### src/rtl/fp_pkg.sv
// Shared constants, special-case flag encoding and state type for the
// floating-point divider and its multiplier companion.
package fp_pkg;

    localparam int unsigned BIAS  = 127;
    localparam int unsigned QBITS = 25;

    localparam logic [31:0] QNAN = 32'h7FC0_0000;

    localparam logic [4:0] FLAG_PZERO = 5'b10000;
    localparam logic [4:0] FLAG_NZERO = 5'b01000;
    localparam logic [4:0] FLAG_PINF  = 5'b00100;
    localparam logic [4:0] FLAG_NINF  = 5'b00010;
    localparam logic [4:0] FLAG_NAN   = 5'b00001;
    localparam logic [4:0] FLAG_NONE  = 5'b00000;

    typedef enum logic [2:0] {
        S_IDLE,
        S_SPECIAL,
        S_DIVIDE,
        S_NORMALIZE,
        S_DONE
    } div_state_t;

endpackage

### src/rtl/fp_classify.sv
// Combinational IEEE-754 single-precision operand classifier.
// Denormals are flushed, so a zero exponent always reads as zero.
module fp_classify
    import fp_pkg::*;
(
    input  logic [31:0] op,
    output logic        is_zero,
    output logic        is_inf,
    output logic        is_nan
);

    logic exp_max;

    assign exp_max = (op[30:23] == 8'hFF);
    assign is_zero = (op[30:23] == 8'h00);
    assign is_inf  = exp_max && (op[22:0] == 23'd0);
    assign is_nan  = exp_max && (op[22:0] != 23'd0);

endmodule

### src/rtl/fp_divider_unit.sv
// Sequential single-precision divider: restoring mantissa division, one
// quotient bit per cycle, truncating, with start/busy/done handshake.
module fp_divider_unit
    import fp_pkg::*;
#(
    parameter int unsigned P_BIAS  = BIAS,
    parameter int unsigned P_QBITS = QBITS
) (
    input  logic        clk,
    input  logic        rst_n,
    input  logic        start,
    input  logic [31:0] dataA,
    input  logic [31:0] dataB,
    output logic        busy,
    output logic        done,
    output logic [31:0] dataR,
    output logic [4:0]  casesspecial
);

    div_state_t state;

    logic [7:0]         exp_a, exp_b;
    logic [23:0]        div_q;
    logic [P_QBITS-1:0] rem_q;
    logic [P_QBITS-1:0] quo_q;
    logic [4:0]         cnt_q;
    logic               sign_q;
    logic               za_q, zb_q, ia_q, ib_q, na_q, nb_q;

    logic za_in, zb_in, ia_in, ib_in, na_in, nb_in;

    fp_classify u_class_a (.op(dataA), .is_zero(za_in), .is_inf(ia_in), .is_nan(na_in));
    fp_classify u_class_b (.op(dataB), .is_zero(zb_in), .is_inf(ib_in), .is_nan(nb_in));

    // One restoring step: compare, conditionally subtract, then shift.
    logic               qbit;
    logic [P_QBITS-1:0] div_ext;
    logic [P_QBITS-1:0] rem_sub;

    always_comb begin
        div_ext = {1'b0, div_q};
        qbit    = (rem_q >= div_ext);
        rem_sub = qbit ? (rem_q - div_ext) : rem_q;
    end

    // Special-case result, priority NaN > infinity > zero.
    logic [31:0] spec_r;
    logic [4:0]  spec_flag;

    always_comb begin
        spec_r    = {sign_q, 31'd0};
        spec_flag = sign_q ? FLAG_NZERO : FLAG_PZERO;
        if (na_q || nb_q || (za_q && zb_q) || (ia_q && ib_q)) begin
            spec_r    = QNAN;
            spec_flag = FLAG_NAN;
        end else if (ia_q || zb_q) begin
            spec_r    = {sign_q, 8'hFF, 23'd0};
            spec_flag = sign_q ? FLAG_NINF : FLAG_PINF;
        end
    end

    // Normalization: the quotient lies in [0.5, 2), so at most one shift.
    logic signed [9:0] exp_norm;
    logic [22:0]       mant_norm;
    logic [31:0]       norm_r;
    logic [4:0]        norm_flag;

    always_comb begin
        exp_norm = $signed({2'b00, exp_a}) - $signed({2'b00, exp_b}) + $signed(10'(P_BIAS));
        if (quo_q[P_QBITS-1]) begin
            mant_norm = quo_q[P_QBITS-2:1];
        end else begin
            mant_norm = quo_q[P_QBITS-3:0];
            exp_norm  = exp_norm - 10'sd1;
        end
        norm_r    = {sign_q, exp_norm[7:0], mant_norm};
        norm_flag = FLAG_NONE;
        if (exp_norm >= 10'sd255) begin
            norm_r    = {sign_q, 8'hFF, 23'd0};
            norm_flag = sign_q ? FLAG_NINF : FLAG_PINF;
        end else if (exp_norm <= 10'sd0) begin
            norm_r    = {sign_q, 31'd0};
            norm_flag = sign_q ? FLAG_NZERO : FLAG_PZERO;
        end
    end

    always_ff @(posedge clk or negedge rst_n) begin
        if (!rst_n) begin
            state        <= S_IDLE;
            busy         <= 1'b0;
            done         <= 1'b0;
            dataR        <= 32'd0;
            casesspecial <= 5'd0;
            exp_a        <= 8'd0;
            exp_b        <= 8'd0;
            div_q        <= 24'd0;
            rem_q        <= '0;
            quo_q        <= '0;
            cnt_q        <= 5'd0;
            sign_q       <= 1'b0;
            {za_q, zb_q, ia_q, ib_q, na_q, nb_q} <= 6'd0;
        end else begin
            case (state)
                S_IDLE: begin
                    if (start) begin
                        busy   <= 1'b1;
                        sign_q <= dataA[31] ^ dataB[31];
                        exp_a  <= dataA[30:23];
                        exp_b  <= dataB[30:23];
                        rem_q  <= {1'b0, 1'b1, dataA[22:0]};
                        div_q  <= {1'b1, dataB[22:0]};
                        quo_q  <= '0;
                        cnt_q  <= 5'd0;
                        {za_q, zb_q, ia_q, ib_q, na_q, nb_q} <=
                            {za_in, zb_in, ia_in, ib_in, na_in, nb_in};
                        if (za_in || zb_in || ia_in || ib_in || na_in || nb_in)
                            state <= S_SPECIAL;
                        else
                            state <= S_DIVIDE;
                    end
                end
                S_SPECIAL: begin
                    dataR        <= spec_r;
                    casesspecial <= spec_flag;
                    done         <= 1'b1;
                    state        <= S_DONE;
                end
                S_DIVIDE: begin
                    rem_q <= {rem_sub[P_QBITS-2:0], 1'b0};
                    quo_q <= {quo_q[P_QBITS-2:0], qbit};
                    if (cnt_q == 5'(P_QBITS - 1))
                        state <= S_NORMALIZE;
                    else
                        cnt_q <= cnt_q + 5'd1;
                end
                S_NORMALIZE: begin
                    dataR        <= norm_r;
                    casesspecial <= norm_flag;
                    done         <= 1'b1;
                    state        <= S_DONE;
                end
                S_DONE: begin
                    done  <= 1'b0;
                    busy  <= 1'b0;
                    state <= S_IDLE;
                end
                default: begin
                    done  <= 1'b0;
                    busy  <= 1'b0;
                    state <= S_IDLE;
                end
            endcase
        end
    end

endmodule
### config.mk
export PLATFORM = sky130hd
export DESIGN_NAME = fp_divider_unit
export DESIGN_NICKNAME = d
export VERILOG_FILES = /design/src/rtl/fp_pkg.sv /design/src/rtl/fp_classify.sv /design/src/rtl/fp_divider_unit.sv
export SDC_FILE = /design/constraint.sdc
export NUM_CORES = 1
export LEC_CHECK = 0
export ABC_CLOCK_PERIOD_IN_PS = 9200
export BUFFER_PORTS_ARGS = -buffer_cell sky130_fd_sc_hd__buf_2
export CAP_MARGIN = 20
export CELL_PAD_IN_SITES_DETAIL_PLACEMENT = 0
export CELL_PAD_IN_SITES_GLOBAL_PLACEMENT = 1
export CORE_ASPECT_RATIO = 1.75
export CORE_UTILIZATION = 48
export CTS_CLUSTER_DIAMETER = 60
export CTS_CLUSTER_SIZE = 8
export DETAILED_ROUTE_END_ITERATION = 8
export PLACE_DENSITY_LB_ADDON = 0.1
export SETUP_SLACK_MARGIN = 0.02
export SKIP_LAST_GASP = 1
export SLEW_MARGIN = 20
export SYNTH_ARGS = -nofsm -noshare
export SYNTH_HDL_FRONTEND = slang
export SYNTH_SLANG_ARGS = --single-unit
### constraint.sdc
create_clock -name clk -period 9.2 [get_ports clk]
set_input_delay 0.92 -clock clk [delete_from_list [all_inputs] [get_ports clk]]
set_output_delay 0.92 -clock clk [all_outputs]
set_load 0.02 [all_outputs]
Word level (Yosys, flattened, before mapping) --
Cells that the tools add are included. W data, S select, Z words.
Storage, ports and cells: register bits after elaboration 144, bits of input ports 67, output and inout port bits 39, word-level logic and storage cells 98
Operators by class: add/subtract/negate cells 5, $lt $le $gt $ge 3, eq/ne operators 9, muxes and demuxes 29, bitwise logic cells 2, reductions and logical operators 32
Operators with widths (count):
- $pmux W25 S2 | 2
- $mux W31 | 3
- $pmux W32 S2 | 1
- $mux W25 | 2
- $logic_not A23 Y1 | 2
- $reduce_bool A23 Y1 | 2
- $mux W5 | 7
- $mux W32 | 1
- $ge A25 B24 Y1 | 1
- $mux W24 | 1
- $sub A24 B24 Y24 | 1
- $mux W23 | 1
- $pmux W5 S2 | 2
- $eq A8 B8 Y1 const B | 2
- $logic_not A8 Y1 | 2
- $add A9 B8 Y10 const B | 1
- $ge A10 B9 Y1 const B | 1
- $le A10 B1 Y1 const B | 1
- $mux W10 | 1
- $sub A10 B2 Y10 const B | 1
- $logic_or A1 B1 Y1 | 9
- $mux W3 | 3
- $pmux W3 S3 | 1
- $sub A8 B8 Y9 | 1
- other kinds (17) | 31

Logic depth before layout (Yosys ltp) --
depth in word-level cells 9, depth in mapped cells 17, depth with buffers taken out 16

Modules after synthesis --
A second synthesis with hierarchy kept.
Unflattened totals: cell total of the unflattened synthesis 914, area total of the unflattened synthesis 8356.8 µm²
Modules (own cells, without submodules):
- fp_divider_unit | instances 1, cells an instance 882, area each 8159.1 µm², seq. area each 3603.5 µm²
- fp_classify | instances 2, cells an instance 16, area each 98.8 µm², seq. area each 0.0 µm²

Worst setup path after synthesis --
No wires, ideal clock.
path kind reg-to-reg, start point register exp_a[0], end point register dataR[22], library setup time 80 ps, data arrival time 3537 ps, data required time 9120 ps, path slack 5583 ps, stages on the path, launching flop included 16, buffers on the path 1, period minus slack after synthesis 3617 ps, path through dfrtp_1 -> inv_1 -> ha_1 -> inv_1 -> fa_1 -> a211oi_2 -> nor2_2 -> xor2_2 -> or3_1 -> or2_2 -> o21a_2 -> xnor2_1 -> o31a_1 -> or3_4 -> buf_6 -> o211ai_2
On the way: cells in the longest elaborated chain, start to end 8, elaborated cells on any way between the ends 9, classes of those cells add/sub: 3; order compare: 2; mux: 4
Ends and longest elaborated chain:
- from (decl) | line fp_divider_unit.sv:22 | logic [7:0] exp_a, exp_b;
- from (signal assigned) | line fp_divider_unit.sv:108 | exp_a <= dataA[30:23];
- $sub A8 B8 Y9 (*) | line fp_divider_unit.sv:69 | exp_norm = $signed({2'b00, exp_a}) - $signed({2'b00, exp_b}) + $signed(10'(P_BIAS));
- $add A9 B8 Y10 (*) | line fp_divider_unit.sv:69
- $sub A10 B2 Y10 | line fp_divider_unit.sv:74 | exp_norm = exp_norm - 10'sd1;
- $mux W10 (*) | line fp_divider_unit.sv:70 | if (quo_q[P_QBITS-1]) begin
- $le A10 B1 Y1 | line fp_divider_unit.sv:81 | end else if (exp_norm <= 10'sd0) begin
- $mux W31 | line fp_divider_unit.sv:81
- $mux W31 (*) | line fp_divider_unit.sv:78 | if (exp_norm >= 10'sd255) begin
- $pmux W32 S2 (*) | line fp_divider_unit.sv:103 | case (state)
- to (signal assigned) | line fp_divider_unit.sv:123 | dataR <= spec_r;
- to (signal assigned) | line fp_divider_unit.sv:137 | dataR <= norm_r;
- to (decl) | line fp_divider_unit.sv:16 | output logic [31:0] dataR,
Every way passes the cells marked *; elsewhere a longest branch is shown, timed or not. A chain may end at the register's enable or synchronous reset.

Worst setup path after layout --
start point register exp_a[0], end point register dataR[1]
Same word-level chain as after synthesis.

==> results.ini <==
[status]
status=completed

[timing]
hold_viol_final=0
slew_violations=0
timing.fmax_ghz=0.241
min_period_ns=4.16
slew_headroom_pct=34.2
final-setup-viol-count=0
max_slew.worst_pin.slew_ns=0.987
fin_worst_skew_ns=0.00903
min_period_over_period_pct=45.2
worst_slack_ns=5.04
rsz0062_at_grt=no
final.setup.tns_ns=0

[clocking]
cts_inserted_buffers=17
cts_buffer_depth=2
cts.root.buffer_cell=clkbuf_16
ctsHoldBuffers=0
cts.htree.levels=4
post_cts_buffers=0
clkTransAtPathRegs_ns=0.07
insertion_delay_ns=0.42
clock_sinks=144
cts_tree=done
cts_resized=0

[synthesis]
seq_area_frac_synth_pct=42.2
ys_ff_latch=144
ys.warnings.count=0
synth_top_area_cell=dfrtp_1
synthDistinctLibCells=76
synth_nets=1050
yosysTopAreaCellShare_pct=42.2
synth_area_um2=8550
synth-main-ff-cell=dfrtp_1
syn_inst=945
synthArstFlopShare_pct=100
ys_top_cells_by_count=nand2_1 (183), dfrtp_1 (144), o21ai_0 (57)
avgSynthCellArea_um2=9.05
synth.most_common_cell=nand2_1
synthTopCellsByArea=dfrtp_1 (42%), nand2_1 (8.0%), ha_1 (5.3%)
synth_edf_count=0

[detailed_routing]
postRouteAntennaNets=0
route.detailed.drc=0
wl_um=20800
via_per_inst=5.60
drt-initial-drc-count=352
detail_route.wl_per_cell_um=16.3
drtPass1Iterations=5
vias=7124

[cells_and_area]
fin_nets=1133
drive_gt1_share_pct=17.8
nFillCells=1700
synthToLayoutAreaGrowth_pct=14.8

[global_route]
grt_max_degree=103
met3_usage_pct=4.35
gr-usage-met2_pct=44.0
busiest_layer=met2
first_global_vias=6983
grt_pass1_wl_um=34500
gr-usage-all-layers_pct=24.6
overflow=0
antenna_found_initial=1
met1_usage_pct=28.0

[critical_path]
ff2ff_path_depth=16
critPathMaxFanout=23
cp.required_ns=9.54
reg2reg_slack_ns=5.04
worst_setup_path_start_kind=flip-flop
arrival_ns=4.50
end_kind=flip-flop
worstSetupPathType=flip-flop to flip-flop

[floorplan]
start_util_pct=49.0
fp.dieArea_um2=18400
io_pins=106
die_h_um=179
fp.dieW_um=103
num_rows=64
core_area_um2=17500

[placed_design]
post-place-ws_ns=5.14
numPortBuffers=105
place.gp.congestion=0.855
place_hpwl_um=14900

[power_and_ir_drop]
p_int_mw=2.37
p_sw_share_pct=47.8
switching_power_mw=2.17
ir_worst_vdd_mv=0.185
power.share.sequential_pct=21.8
power_density_nw_per_um2=463
p_clk_share_pct=15.1
pwr-share-comb_pct=63.1
p_leak_nw=4.54

[worst_hold_path]
hold_class=flip-flop to flip-flop
whs_path_depth=2

[run]
drv_cap=0

==> power by group through the flow <==
stage	Combinational [mW]	Sequential, mW	Clock (mW)
floorplan	2.26	1.01	0
global placement	2.84	0.999	0
detailed placement	2.86	1.00	0
CTS	2.88	0.990	0.698
global route	3.23	1.02	0.728
finish	2.87	0.990	0.684
==> cell type report <==
type                    instances  area (um^2)  share of cell area [%]
inverters                      49          184                    1.87
multi-input cells             703         4570                    46.5
well taps                     231          289                    2.95
repair buffers                113          592                    6.03
clock inverters                14          145                    1.48
diodes                          1         2.50                  0.0255
clock buffers                  18          429                    4.37
flip-flops and latches        144         3600                    36.7
==> per-stage QoR <==
step                cells  hold WS, ns  cell area, um^2  power, mW  utilization [%]
floorplan             945        0.418             8550       3.27                -
global placement     1240        0.434             9230       3.84             52.9
detailed placement   1240        0.443             9230       3.86             52.9
CTS                  1272        0.460             9800       4.57             56.2
global route         1273        0.474             9810       4.98             56.2
finish               1273        0.453             9810       4.54             56.2
==> path summary, 6_finish.rpt <==
kind                       startpoint         to
hold / removal              div_q[23]  div_q[23]
max in group asynchronous       rst_n  dataR[16]
hold reg to reg             div_q[23]  div_q[23]
min in group asynchronous       rst_n  dataR[26]
setup / recovery             exp_a[0]   dataR[1]
setup reg to reg             exp_a[0]   dataR[1]
==> cells in the final DEF, fill, tap and decap left out, types with 12 or more instances in the layout <==
cell type / synthesis / final
mux2i_1: 36 / 36
xnor2_1: 22 / 22
inv_1: 49 / 49
nor2_1: 51 / 50
a22o_1: 25 / 25
a21oi_1: 38 / 38
o21ai_0: 57 / 57
xor2_1: 12 / 12
buf_2: 1 / 104
clkbuf_16: 0 / 17
a31oi_1: 19 / 19
nor4_1: 19 / 19
o21ai_2: 19 / 20
dfrtp_1: 144 / 144
nand2_1: 183 / 183
ha_1: 36 / 36
nand4_1: 15 / 15
nand3_1: 14 / 14
==> flip-flops by register name, indices dropped and copies added, names as in the netlist, 3 cells and up <==
register and flops:
quo_q 25, div_q 24, cnt_q 5, state 3
exp_a 8, casesspecial 5, exp_b 8, dataR 32
rem_q 25
==> routing by layer <==
layer  vias up  share of wire (%)
li1       3522                  -
met1      3421                 40
met2       140                 54
met3        41                3.1
met4         0                3.1
met5         -                  0
==> worst max-delay path, cell delays in order (launching register included) <==
cell and delay (ns):
dfrtp_1 0.36, inv_1 0.07, ha_1 0.16, inv_1 0.05, fa_1 0.52, inv_1 0.07, ha_1 0.26, xnor3_1 0.29
nand2_1 0.12, o21ai_0 0.15, mux2i_1 0.13, o31ai_1 0.41, o211a_1 0.26, nor4b_1 0.06, o31a_1 0.34, or3_4 0.56
o21ai_0 0.24
==> cell families (layout without fill, tap and decap cells) <==
| family | after synthesis | count (layout) | share of synthesized area, % |
|---|---|---|---|
| mux | 37 | 37 | 4.35 |
| flops | 144 | 144 | 42.2 |
| simple gates | 345 | 345 | 18.6 |
| fa+ha+maj | 38 | 38 | 5.74 |
| buf+inv | 98 | 194 | 4.63 |
| other cells | 0 | 1 | 0 |
| xor+xnor | 37 | 37 | 4.13 |
| compound gates | 246 | 246 | 20.4 |
No activity file was read; power rests on OpenSTA's default activity.
